==> config.mk <==
export PLATFORM = sky130hd
export DESIGN_NAME = parity_engine
export DESIGN_NICKNAME = d
export VERILOG_FILES = /design/src/rtl/uart_pkg.sv /design/src/rtl/parity_fifo2.sv /design/src/rtl/parity_engine.sv
export SDC_FILE = /design/constraint.sdc
export NUM_CORES = 1
export LEC_CHECK = 0
export CORE_MARGIN = 1.5
export CORE_UTILIZATION = 60
export DETAILED_ROUTE_END_ITERATION = 10
export DONT_BUFFER_PORTS = 1
export PLACE_DENSITY_LB_ADDON = 0.25
export SYNTH_ARGS = -nofsm -noshare
export SYNTH_HDL_FRONTEND = slang
export SYNTH_HIERARCHICAL = 1
export SYNTH_SLANG_ARGS = --single-unit
==> constraint.sdc <==
create_clock -name CLK -period 2.9 [get_ports CLK]
set_input_delay 0.725 -clock CLK [delete_from_list [all_inputs] [get_ports CLK]]
set_output_delay 0.725 -clock CLK [all_outputs]
set_load 0.005 [all_outputs]
==> src/rtl/uart_pkg.sv <==
// Shared parity-mode encodings and the mode-to-parity-bit helpers used by the
// parity engine and its entry buffer.
package uart_pkg;

  localparam logic [2:0] PM_NONE  = 3'b000;
  localparam logic [2:0] PM_EVEN  = 3'b001;
  localparam logic [2:0] PM_ODD   = 3'b010;
  localparam logic [2:0] PM_MARK  = 3'b011;
  localparam logic [2:0] PM_SPACE = 3'b100;

  // Level driven on the parity line when no parity is in use.
  localparam logic IDLE_PAR_BIT = 1'b1;

  typedef enum logic [2:0] {
    MODE_NONE  = 3'b000,
    MODE_EVEN  = 3'b001,
    MODE_ODD   = 3'b010,
    MODE_MARK  = 3'b011,
    MODE_SPACE = 3'b100
  } parity_mode_e;

  // Per-word metadata carried alongside the data word in each buffer entry.
  typedef struct packed {
    logic err;
    logic par;
  } par_tag_t;

  // Encodings 101-111 fold onto "none".
  function automatic logic mode_is_none(input logic [2:0] mode);
    logic none;
    none = 1'b1;
    case (mode)
      PM_EVEN, PM_ODD, PM_MARK, PM_SPACE: none = 1'b0;
      default:                            none = 1'b1;
    endcase
    return none;
  endfunction

  // data_xor is the XOR reduction of the data word.
  function automatic logic mode_to_bit(input logic [2:0] mode, input logic data_xor);
    logic pbit;
    pbit = IDLE_PAR_BIT;
    case (mode)
      PM_EVEN:  pbit = data_xor;
      PM_ODD:   pbit = ~data_xor;
      PM_MARK:  pbit = 1'b1;
      PM_SPACE: pbit = 1'b0;
      default:  pbit = IDLE_PAR_BIT;
    endcase
    return pbit;
  endfunction

endpackage

==> src/rtl/parity_fifo2.sv <==
// Two-entry word buffer with a registered ready flag; entries reset to a
// caller-supplied value so the head reads a defined word after reset.
module parity_fifo2
  import uart_pkg::*;
#(
  parameter int          W           = 10,
  parameter logic [W-1:0] RESET_ENTRY = '0
) (
  input  logic         clk_i,
  input  logic         rst_i,
  input  logic         push_i,
  input  logic [W-1:0] wr_data_i,
  output logic         in_ready_o,
  input  logic         pop_i,
  output logic [W-1:0] rd_data_o,
  output logic         out_valid_o,
  output logic [1:0]   count_o
);

  logic [W-1:0] mem_q [2];
  logic [1:0]   count_q, count_d;
  logic         wr_ptr_q, wr_ptr_d;
  logic         rd_ptr_q, rd_ptr_d;
  logic         ready_q, ready_d;
  logic         do_push, do_pop;

  // Both strobes are re-qualified here so the buffer can never over/underflow.
  always_comb begin
    do_push  = push_i && ready_q;
    do_pop   = pop_i && (count_q != 2'd0);
    count_d  = count_q;
    wr_ptr_d = wr_ptr_q;
    rd_ptr_d = rd_ptr_q;
    if (do_push) begin
      wr_ptr_d = ~wr_ptr_q;
    end
    if (do_pop) begin
      rd_ptr_d = ~rd_ptr_q;
    end
    case ({do_push, do_pop})
      2'b10:   count_d = count_q + 2'd1;
      2'b01:   count_d = count_q - 2'd1;
      default: count_d = count_q;
    endcase
    ready_d = (count_d != 2'd2);
  end

  always_ff @(posedge clk_i) begin
    if (rst_i) begin
      count_q  <= 2'd0;
      wr_ptr_q <= 1'b0;
      rd_ptr_q <= 1'b0;
      ready_q  <= 1'b1;
      mem_q[0] <= RESET_ENTRY;
      mem_q[1] <= RESET_ENTRY;
    end else begin
      count_q  <= count_d;
      wr_ptr_q <= wr_ptr_d;
      rd_ptr_q <= rd_ptr_d;
      ready_q  <= ready_d;
      if (do_push) begin
        mem_q[wr_ptr_q] <= wr_data_i;
      end
    end
  end

  assign in_ready_o  = ready_q;
  assign out_valid_o = (count_q != 2'd0);
  assign rd_data_o   = mem_q[rd_ptr_q];
  assign count_o     = count_q;

endmodule

==> src/rtl/parity_engine.sv <==
// Parity generate/check engine with a two-entry output buffer and error
// reporting. Define PARITY_ERR_CNT_EN to build the saturating error counter.
module parity_engine
  import uart_pkg::*;
#(
  parameter int DATA_W = 8,
  parameter int CNT_W  = 8
) (
  input  logic              CLK,
  input  logic              RST,
  input  logic [DATA_W-1:0] IN_DATA,
  input  logic              IN_VALID,
  output logic              IN_READY,
  input  logic [2:0]        IN_MODE,
  input  logic              IN_CHK,
  input  logic              IN_PAR_BIT,
  output logic [DATA_W-1:0] OUT_DATA,
  output logic              OUT_PAR_BIT,
  output logic              OUT_ERR,
  output logic              OUT_VALID,
  input  logic              OUT_READY,
  input  logic              ERR_CLR,
  output logic              ERR_STICKY,
  output logic [CNT_W-1:0]  ERR_CNT
);

  localparam int ENTRY_W = DATA_W + 2;
  localparam logic [ENTRY_W-1:0] RESET_ENTRY = {1'b0, IDLE_PAR_BIT, {DATA_W{1'b0}}};

  logic               calc_par;
  logic               calc_err;
  logic               accept;
  logic               deliver;
  par_tag_t           wr_tag;
  par_tag_t           rd_tag;
  logic [ENTRY_W-1:0] wr_entry;
  logic [ENTRY_W-1:0] rd_entry;
  logic [1:0]         fill;
  logic               sticky_q, sticky_d;

  // Parity and error are frozen at acceptance so later mode changes cannot
  // reach words already buffered.
  always_comb begin
    calc_par   = mode_to_bit(IN_MODE, ^IN_DATA);
    calc_err   = IN_CHK && !mode_is_none(IN_MODE) && (calc_par != IN_PAR_BIT);
    wr_tag.err = calc_err;
    wr_tag.par = calc_par;
    wr_entry   = {wr_tag, IN_DATA};
  end

  assign accept  = IN_VALID && IN_READY;
  assign deliver = OUT_VALID && OUT_READY;

  parity_fifo2 #(
    .W           (ENTRY_W),
    .RESET_ENTRY (RESET_ENTRY)
  ) u_fifo (
    .clk_i       (CLK),
    .rst_i       (RST),
    .push_i      (accept),
    .wr_data_i   (wr_entry),
    .in_ready_o  (IN_READY),
    .pop_i       (deliver),
    .rd_data_o   (rd_entry),
    .out_valid_o (OUT_VALID),
    .count_o     (fill)
  );

  always_comb begin
    rd_tag      = rd_entry[ENTRY_W-1:DATA_W];
    OUT_DATA    = rd_entry[DATA_W-1:0];
    OUT_PAR_BIT = rd_tag.par;
    OUT_ERR     = rd_tag.err;
  end

  // A new error wins over a clear in the same cycle.
  always_comb begin
    sticky_d = sticky_q;
    if (accept && calc_err) begin
      sticky_d = 1'b1;
    end else if (ERR_CLR) begin
      sticky_d = 1'b0;
    end
  end

  always_ff @(posedge CLK) begin
    if (RST) begin
      sticky_q <= 1'b0;
    end else begin
      sticky_q <= sticky_d;
    end
  end

  assign ERR_STICKY = sticky_q;

`ifdef PARITY_ERR_CNT_EN
  logic [CNT_W-1:0] cnt_q, cnt_d;

  // Clear with a concurrent error restarts the count at one.
  always_comb begin
    cnt_d = cnt_q;
    if (ERR_CLR) begin
      cnt_d = (accept && calc_err) ? {{(CNT_W-1){1'b0}}, 1'b1} : '0;
    end else if (accept && calc_err && (cnt_q != {CNT_W{1'b1}})) begin
      cnt_d = cnt_q + {{(CNT_W-1){1'b0}}, 1'b1};
    end
  end

  always_ff @(posedge CLK) begin
    if (RST) begin
      cnt_q <= '0;
    end else begin
      cnt_q <= cnt_d;
    end
  end

  assign ERR_CNT = cnt_q;
`else
  assign ERR_CNT = '0;
`endif

  // Occupancy is fully reflected in IN_READY/OUT_VALID; kept for debug probing.
  logic [1:0] dbg_fill;
  assign dbg_fill = fill;

endmodule

==> impl_results.md <==
- CTS resizes: 0
- Starting Density: approximately 65%
- Drt pass-1 iters: 4
- GR Overflow Total: 0
- Netlist cell types: 33
- Final Slew Violations: 0
- Post-synthesis sequential area ratio: between 50% and 60%
- Synth area leaders: edfxtp_1 41%, dfxtp_1 9.6%, mux2_2 7.7%
- Synth Instances: ~140
- Clock-pin slew on the worst setup and hold paths: between 0.1 and 0.15 ns
- # rows: 17
- Syn_area_per_cell: around 11 um2
- DR iter-0 viols: 17
- Final setup viols: 0
- Pre-CTS setup slack: roughly 0.60 ns
- CTS tree: built
- Fillers: around 190
- Port Buffers: 0
- DPL Wire Length: approximately 1700 um
- Worst Path Class, Setup: register to register
- Commonest non-fill, non-tap cell in the layout: edfxtp_1
- Worst setup EP type: register
- IO Pins: 39
- Crit path required time: roughly 3.1 ns
- Aggregate global-route resource usage: 18.88%
- TritonCTS buffer count: 3
- Final Hold Viols: 0
- Yosys top cell area share: between 40% and 50%
- Core area: ~2300 um2
- Clock Latency Late Sink: approximately 0.31 ns
- Initial antenna violation count: 0
- Diode count: 0
- Max Fanout on Critical Path: 7
- Internal reg-to-reg setup slack: about 0.80 ns
- Fmax: between 0.4 and 0.5 GHz
- Post-Route WL: ~2400 um
- Largest net degree at the start of global routing: 19
- Area Growth Syn to Fin: 0.08618%
- Final worst setup slack: around 0.80 ns
- DRC: 0
- Synth warn: 6
- H-Tree Level Count: 1
- Die X: roughly 52 um
- Clock sinks: 27
- Gp weighted congestion: about 0.80
- PwrDens: 671.7 nW/um2
- Fin crit share: ~73%
- Number of global-route vias before repair: 850
- Status: finished, final reports clean
- Commonest non-fill, non-tap cells in the layout: 20 x edfxtp_1, 17 x nand2_1, 13 x nor2_1
- Vias/cell: between 5 and 6
- Total Neg Setup Slack: 0 ns
- Via count: slightly above 900
- Worst slew pin tran: about 0.7 ns
- Routed length per instance: 15.04 um
- Hold WC Path Type: input port to register
- Final core utilization: 64.59%
- Worst EP arrival: 2.33 ns
- Clock skew: roughly 0.0079 ns
- RSZ-0062 raised after global routing: no
- Worst vdd ir: 0.4344 mV
- Die ar.: 2730 um2
- #FFs+latches synth: 27
- DRT antenna net count: 0
- Min cycle time layout: between 2 and 2.5 ns
- Yosys top cell by area: edfxtp_1
- Hold buffers post-CTS: 0
- Clock buffer depth: 2
- Post-CTS setup repair buffer count: 0
- Share of cells above drive strength 1: approximately 15%
- Die Height: about 52 um
- First-pass GRT wire length: 3705 um
- Max Cap Viol: 0
- Clock root cell: clkbuf_4
- Worst setup SP type: register
- Static leakage: 0.0005621 uW
- Netlist Area Pre-Place: roughly 1500 um2
- Relative slew slack: around 53%
- Nets@finish: 154
path summary, 6_finish.rpt:
check                                             startpoint                      endpoint  cells after the start
worst max-delay path            u_fifo/count_o[0]$_SDFF_PP0_  u_fifo/in_ready_o$_SDFF_PP1_                      6
worst min-delay path                                     RST  u_fifo/count_o[1]$_SDFF_PP0_                      1
worst max register to register  u_fifo/count_o[0]$_SDFF_PP0_  u_fifo/in_ready_o$_SDFF_PP1_                      6
worst min register to register  u_fifo/rd_ptr_q$_SDFFE_PP0P_  u_fifo/rd_ptr_q$_SDFFE_PP0P_                      2
cell type report:
cell class | count | area [um2] | share of cell area (%)
clock buffer | 3 | 22.52 | 1.546
clock inverter | 1 | 5.005 | 0.3436
inverter | 1 | 3.754 | 0.2577
multi-input combinational | 101 | 641.9 | 44.07
sequential | 27 | 740.7 | 50.86
tap | 28 | 35.03 | 2.405
timing repair buffer | 1 | 7.507 | 0.5155
sequential cells by signal, indices dropped and copies added (netlist names), named ones only:
register	count
u_fifo/mem_q	20
u_fifo/count_o	2
ERR_STICKY	1
u_fifo/in_ready_o	1
u_fifo/rd_ptr_q	1
u_fifo/wr_ptr_q	1
where the power goes:
part	leakage, uW	total [uW]	internal [uW]	switching (uW)
clock network	0.0000177	154	51.5	102
registers	0.000263	545	492	52.9
logic	0.000281	279	128	151
cell families after synthesis:
group	share of synthesized area [%]
flip-flops	50.90
buffers and inverters	6.792
AND/OR/NAND/NOR	21.41
AO/OA/AOI/OAI	6.019
XOR/XNOR	6.019
adder cells (fa/ha/maj)	0.8597
multiplexers	7.739
other	0.2577
routing by layer:
layer | vias to the layer above | share of wire, % | global-route usage [%]
met5 | - | 0 | 0
met4 | 0 | 1.5 | 10.26
met3 | 4 | 7.9 | 4.571
met2 | 37 | 50 | 32.91
met1 | 439 | 40 | 21.10
li1 | 451 | - | -
per-stage QoR:
stage	area (um2)	total power, uW	std cells	hold slack (ns)
after floorplan	1481	797.4	143	0.4755
after CTS	1456	983.3	162	0.4411
after detailed placement	1429	831.4	158	0.5102
after global routing	1456	1028	162	0.4369
final	1456	978.2	162	0.4543
after global placement	1429	817.9	158	0.4787
Yosys cell counts:
| cell type | number |
|---|---|
| a21o_1 | 1 |
| dfxtp_1 | 7 |
| buf_2 | 4 |
| mux2_2 | 10 |
| edfxtp_1 | 20 |
| nand2b_1 | 3 |
| inv_1 | 1 |
| a31o_1 | 1 |
| xnor2_1 | 8 |
| nand3b_1 | 2 |
| or2_2 | 1 |
| or3_1 | 1 |
| o31ai_2 | 1 |
| a31oi_1 | 1 |
| xor2_1 | 2 |
| and4b_1 | 1 |
| nand4b_1 | 1 |
| nand2_1 | 17 |
| nand3_1 | 1 |
| a21oi_1 | 2 |
| or4b_1 | 1 |
| o21a_2 | 1 |
| a31o_2 | 1 |
| buf_4 | 10 |
| nor3b_1 | 2 |
| ha_1 | 1 |
| and3b_2 | 1 |
| nor2_1 | 13 |
| nor2b_1 | 5 |
| conb_1 | 1 |
| o21ai_0 | 5 |
| and2_1 | 1 |
| and3_1 | 9 |
critical path: stages, from the launching register on:
cell and delay, ns:
dfxtp_1 0.40, or2_2 0.31, and2_1 0.16, o21a_2 0.13
ha_1 0.34, or4b_1 0.48, a31o_1 0.19
(Power assumes the default switching activity.)
